File: config.mk
export PLATFORM = sky130hd
export DESIGN_NAME = game_sequencer
export DESIGN_NICKNAME = d
export VERILOG_FILES = /design/src/rtl/game_pkg.sv /design/src/rtl/edge_detect.sv /design/src/rtl/game_sequencer.sv
export SDC_FILE = /design/constraint.sdc
export NUM_CORES = 1
export LEC_CHECK = 0
export CORE_AREA = 5 5 57 59
export CTS_CLUSTER_DIAMETER = 150
export DETAILED_ROUTE_END_ITERATION = 8
export DIE_AREA = 0 0 62 64
export GPL_TIMING_DRIVEN = 0
export PLACE_DENSITY = 0.79
export SKIP_CTS_REPAIR_TIMING = 1
export SLEW_MARGIN = 20
export SYNTH_ARGS = -nofsm -noshare
export SYNTH_HDL_FRONTEND = slang
export SYNTH_SLANG_ARGS = --single-unit
File: constraint.sdc
create_clock -name clk -period 6.9 [get_ports clk]
set_input_delay 1.725 -clock clk [delete_from_list [all_inputs] [get_ports clk]]
set_output_delay 1.725 -clock clk [all_outputs]
set_load 0.01 [all_outputs]
File: src/rtl/game_pkg.sv
// Shared definitions for the game round sequencer and the display colour logic.
// The state encoding here is also what the display decodes.
package game_pkg;

    typedef enum logic [1:0] {
        ST_IDLE   = 2'd0,
        ST_PLAY   = 2'd1,
        ST_OVER   = 2'd2,
        ST_UNUSED = 2'd3
    } state_t;

    function automatic int max_int(input int a, input int b);
        return (a > b) ? a : b;
    endfunction

endpackage

File: src/rtl/edge_detect.sv
// Registered rising-edge detector with an asynchronous active-low reset.
// RST_VAL=1 suppresses an edge for a level that is already high when reset releases.
module edge_detect #(
    parameter logic RST_VAL = 1'b1
) (
    input  logic clk,
    input  logic rst_n,
    input  logic d,
    output logic rise
);

    logic d_q;

    always_ff @(posedge clk or negedge rst_n) begin
        if (!rst_n) d_q <= RST_VAL;
        else        d_q <= d;
    end

    assign rise = d & ~d_q;

endmodule

File: src/rtl/game_sequencer.sv
// Round sequencer for the slug/bug game: IDLE -> PLAY -> OVER -> IDLE.
// Counts score and game seconds during PLAY and blinks the display during OVER.
module game_sequencer
    import game_pkg::*;
#(
    parameter int FRAMES_PER_SEC = 60,
    parameter int GAME_SECONDS   = 30,
    parameter int FLASH_FRAMES   = 15,
    parameter int MAX_SCORE      = 31
) (
    input  logic       clk,
    input  logic       greset_n,
    input  logic       btnC,
    input  logic       frame,
    input  logic       caught,
    output logic       run,
    output logic [4:0] score,
    output logic [5:0] time_left,
    output logic [1:0] state,
    output logic       score_inc,
    output logic       flash
);

    // One counter serves as frame counter in PLAY and blink counter in OVER.
    localparam int CNT_W = $clog2(max_int(FRAMES_PER_SEC, FLASH_FRAMES));

    localparam logic [CNT_W-1:0] SEC_LAST   = CNT_W'(FRAMES_PER_SEC - 1);
    localparam logic [CNT_W-1:0] FLASH_LAST = CNT_W'(FLASH_FRAMES - 1);
    localparam logic [4:0]       SCORE_MAX  = 5'(MAX_SCORE);
    localparam logic [5:0]       TIME_INIT  = 6'(GAME_SECONDS);

    state_t           st_q, st_d;
    logic [4:0]       score_q, score_d;
    logic [5:0]       time_q, time_d;
    logic [CNT_W-1:0] cnt_q, cnt_d;
    logic             inc_q, inc_d;
    logic             flash_q, flash_d;
    logic             start_edge, catch_edge;

    edge_detect #(.RST_VAL(1'b1)) u_btn_edge (
        .clk   (clk),
        .rst_n (greset_n),
        .d     (btnC),
        .rise  (start_edge)
    );

    edge_detect #(.RST_VAL(1'b1)) u_catch_edge (
        .clk   (clk),
        .rst_n (greset_n),
        .d     (caught),
        .rise  (catch_edge)
    );

    always_ff @(posedge clk or negedge greset_n) begin
        if (!greset_n) begin
            st_q    <= ST_IDLE;
            score_q <= '0;
            time_q  <= TIME_INIT;
            cnt_q   <= '0;
            inc_q   <= 1'b0;
            flash_q <= 1'b0;
        end else begin
            // NOTE: non-blocking assignments so every register samples the pre-edge values.
            st_q    <= st_d;
            score_q <= score_d;
            time_q  <= time_d;
            cnt_q   <= cnt_d;
            inc_q   <= inc_d;
            flash_q <= flash_d;
        end
    end

    always_comb begin
        // NOTE: defaults first so no path leaves a signal unassigned (no latches).
        st_d    = st_q;
        score_d = score_q;
        time_d  = time_q;
        cnt_d   = cnt_q;
        inc_d   = 1'b0;
        flash_d = 1'b0;

        unique case (st_q)
            ST_IDLE: begin
                if (start_edge) begin
                    st_d    = ST_PLAY;
                    score_d = '0;
                    time_d  = TIME_INIT;
                    cnt_d   = '0;
                end
            end

            ST_PLAY: begin
                if (catch_edge && (score_q < SCORE_MAX)) begin
                    score_d = score_q + 5'd1;
                    inc_d   = 1'b1;
                end
                if (frame) begin
                    if (cnt_q == SEC_LAST) begin
                        cnt_d  = '0;
                        time_d = time_q - 6'd1;
                    end else begin
                        cnt_d = cnt_q + 1'b1;
                    end
                end
                // A final catch and the final second can land together; both count.
                if ((time_d == 6'd0) || (score_d == SCORE_MAX)) begin
                    st_d    = ST_OVER;
                    cnt_d   = '0;
                    flash_d = 1'b1;
                end
            end

            ST_OVER: begin
                flash_d = flash_q;
                if (start_edge) begin
                    st_d    = ST_IDLE;
                    cnt_d   = '0;
                    flash_d = 1'b0;
                end else if (frame) begin
                    if (cnt_q == FLASH_LAST) begin
                        cnt_d   = '0;
                        flash_d = ~flash_q;
                    end else begin
                        cnt_d = cnt_q + 1'b1;
                    end
                end
            end

            default: begin
                st_d  = ST_IDLE;
                cnt_d = '0;
            end
        endcase
    end

    assign run       = (st_q == ST_PLAY);
    assign state     = st_q;
    assign score     = score_q;
    assign time_left = time_q;
    assign score_inc = inc_q;
    assign flash     = flash_q;

endmodule

==> run_results.csv <==
group,metric,value,unit
outcome,status,"complete, no violations",
setup_path,startpoint,"frame",
sta,max_freq,0.256,GHz
grt,busiest_layer,"met2",
grt,met3_usage,0.0282,
cts,clock-sinks,23,
route,dr.pass1.iters,4,
power_and_ir_drop,leakage,0.686,nW
finish,drive_gt1_frac,0.102,
sta,rsz0062_at_grt,"false",
cts,ctsRootBufferMaster,"clkbuf_4",
power_and_ir_drop,vdd_ir_drop_max,0.196,mV
cts,clock_path_buffers,2,
floorplanning,coreArea,2660,um^2
cts,insertion_delay,0.32,ns
setup_path,critPathKind,"in -> reg",
finish,final_cells,208,
floorplanning,pin_count,21,
cts,cts_buffers,3,
synth,synth_warnings,0,
route,via_per_inst,5.89,
sta,setup_viol,0,
synth,ys_seq_elements,23,
placed_design,gp_congestion,0.887,
route,first_iter_violations,75,
setup_path,crit_fanout,4,
floorplanning,die-area,3970,um^2
setup_path,crit_required,7.12,ns
route,drc_errors,0,
setup_path,rr_startpoint,"cnt_q[0]",
setup_path,end_kind,"flip-flop",
placed_design,dpl_cell_area,1650,um^2
route,via_count,1225,
finish,layout_commonest_cell,"clkdlybuf4s50_1",
route,ant_nets,0,
finish,final_cell_mix,"19 x clkdlybuf4s50_1, 17 x nand2_1, 17 x dfrtp_1, 16 x nor2_1, 16 x a21oi_1",
finish,nNetsFinal,191,
synth,yosysUniqueCellTypes,41,
sta,period_share,0.565,
synth,yosysTopAreaCell,"dfrtp_1",
grt,grt_max_degree,24,
route,wl_per_cell,14.9,um
synth,netlist_area,1410,um^2
sta,fin_tns_setup,0,ns
sta,fin_crit,3.90,ns
sta,skew,0.00346,ns
setup_path,arrival,4.12,ns
cts,cts_tree,"done",
sta,slew_headroom,0.530,
floorplanning,die_w,62,um
run,maxCapViolCount,0,
placed_design,port_buffers,20,
power_and_ir_drop,finalPower,416,uW
synth,yosys-top-cells-area,"dfrtp_1 30%, dfstp_2 11%, ha_1 7.1%",
floorplanning,row_count,19,
finish,fin_area,1670,um^2
grt,grt.met1_usage,0.204,
placed_design,dp_cells,204,
cts,clk_pin_slew_worst_paths,0.13,ns
finish,diodes,0,
grt,grt_pass1_vias,1287,
synth,postSynthCellCount,153,
placed_design,hpwl,2.34,mm
grt,grt_use_total,0.177,
floorplanning,start_util,0.530,
sta,worst_slew_pin_slew,0.685,ns
synth,syn_area_per_cell,9.22,um^2
sta,maxSlewViolCount,0,
synth,yosys.area.top_type_share,0.301,
synth,ys_seq_area_frac,0.413,
grt,use_met2,0.310,
route,routed_wl,3.10,mm
synth,synth_nets,166,
setup_path,cp-start-kind,"input pin",
hold_path,min_path_type,"reg -> reg",
grt,grt_overflow,0,
finish,syn_to_final_growth,18.4,%
grt,antenna_found_initial,0,
grt,grt_first_pass_wirelength,5.42,mm
sta,hold_viol_final,0,
floorplanning,die_h,64,um
cts,htreeDepth,1,
power_and_ir_drop,p_per_area,249,nW/um^2
hold_path,hold_start,"time_left[1]",
[critical path: stages]
cell             delay, ns
clkdlybuf4s50_1       0.53
inv_1                 0.10
or3_4                 0.39
mux2i_1               0.14
o32ai_2               0.51
inv_1                 0.17
a21oi_1               0.19
mux2_2                0.35
[power breakdown]
group	switching, mW	internal (mW)	total, mW
clock network	0.0426	0.0227	0.0652
logic	0.107	0.0786	0.186
registers	0.0157	0.149	0.164
[cells by family after synthesis]
logic type / count (synthesis) / synth area share
multiplexers: 4 / 0.0293
buffers and inverters: 10 / 0.0266
XOR/XNOR: 3 / 0.0186
AO/OA/AOI/OAI: 43 / 0.223
adder cells (fa/ha/maj): 8 / 0.0709
flip-flops: 23 / 0.413
AND/OR/NAND/NOR: 62 / 0.218
[sequential cells by signal, summed over array words and instances (netlist names)]
register and cells:
score_inc 1, score 5, cnt_q 6, u_catch_edge.d_q 1
flash 1, u_btn_edge.d_q 1, time_left 6, state 2
[metrics by stage]
stage                     hold slack, ns  utilization  setup WS [ns]
after global placement             0.518        0.620           2.67
after CTS                          0.558        0.630           3.00
after detailed placement           0.537        0.620           2.65
after global routing               0.578        0.628           2.91
after floorplan                    0.501            -           3.44
final                              0.552        0.628           3.00
[Yosys cell counts]
master and count:
o21a_1 1, o41ai_2 1, nand3b_1 1, mux2i_1 3
nor3_1 5, a21oi_1 16, or4_1 1, a31oi_1 1
and3_1 3, xnor2_1 2, or3_4 1, or2_2 1
nand2b_4 1, a22o_1 1, xor2_1 1, nand2b_1 4
o21ai_0 9, dfrtp_1 17, o311ai_1 1, o211ai_1 1
or3_1 1, dfstp_2 6, nor2_1 16, o32ai_4 1
mux2_2 1, o32ai_1 2, nand3_1 5, nand4_1 4
inv_1 10, nor4_1 1, nand2_1 17, o22ai_1 1
o22a_1 1, a32o_1 1, ha_1 8, o21bai_1 2
nor2b_1 1, o21ai_4 1, o32ai_2 1, o2bb2ai_1 1
a2bb2oi_1 1
[area by class of cell]
| cell class | instances | area [um^2] |
|---|---|---|
| fill | 232 | 991 |
| clock buffer | 4 | 26.3 |
| tap | 31 | 38.8 |
| multi-input combinational | 120 | 791 |
| sequential | 23 | 583 |
| timing repair buffer | 20 | 195 |
| inverter | 10 | 37.5 |
[path summary, 6_finish.rpt]
path,endpoint,slack (ns),cells after the start
max,state[0],3.00,8
min,time_left[1],0.55,2
max reg2reg,state[0],4.19,8
min reg2reg,time_left[1],0.55,2
max in group asynchronous,time_left[2],5.18,1
min in group asynchronous,score[1],1.36,1
[routing by layer]
| layer | vias to the layer above | wire (um) |
|---|---|---|
| li1 | 605 | - |
| met1 | 593 | 1300 |
| met2 | 21 | 1640 |
| met3 | 6 | 119 |
| met4 | 0 | 42 |
| met5 | - | 0 |
Power figures use the tool's default switching activity.
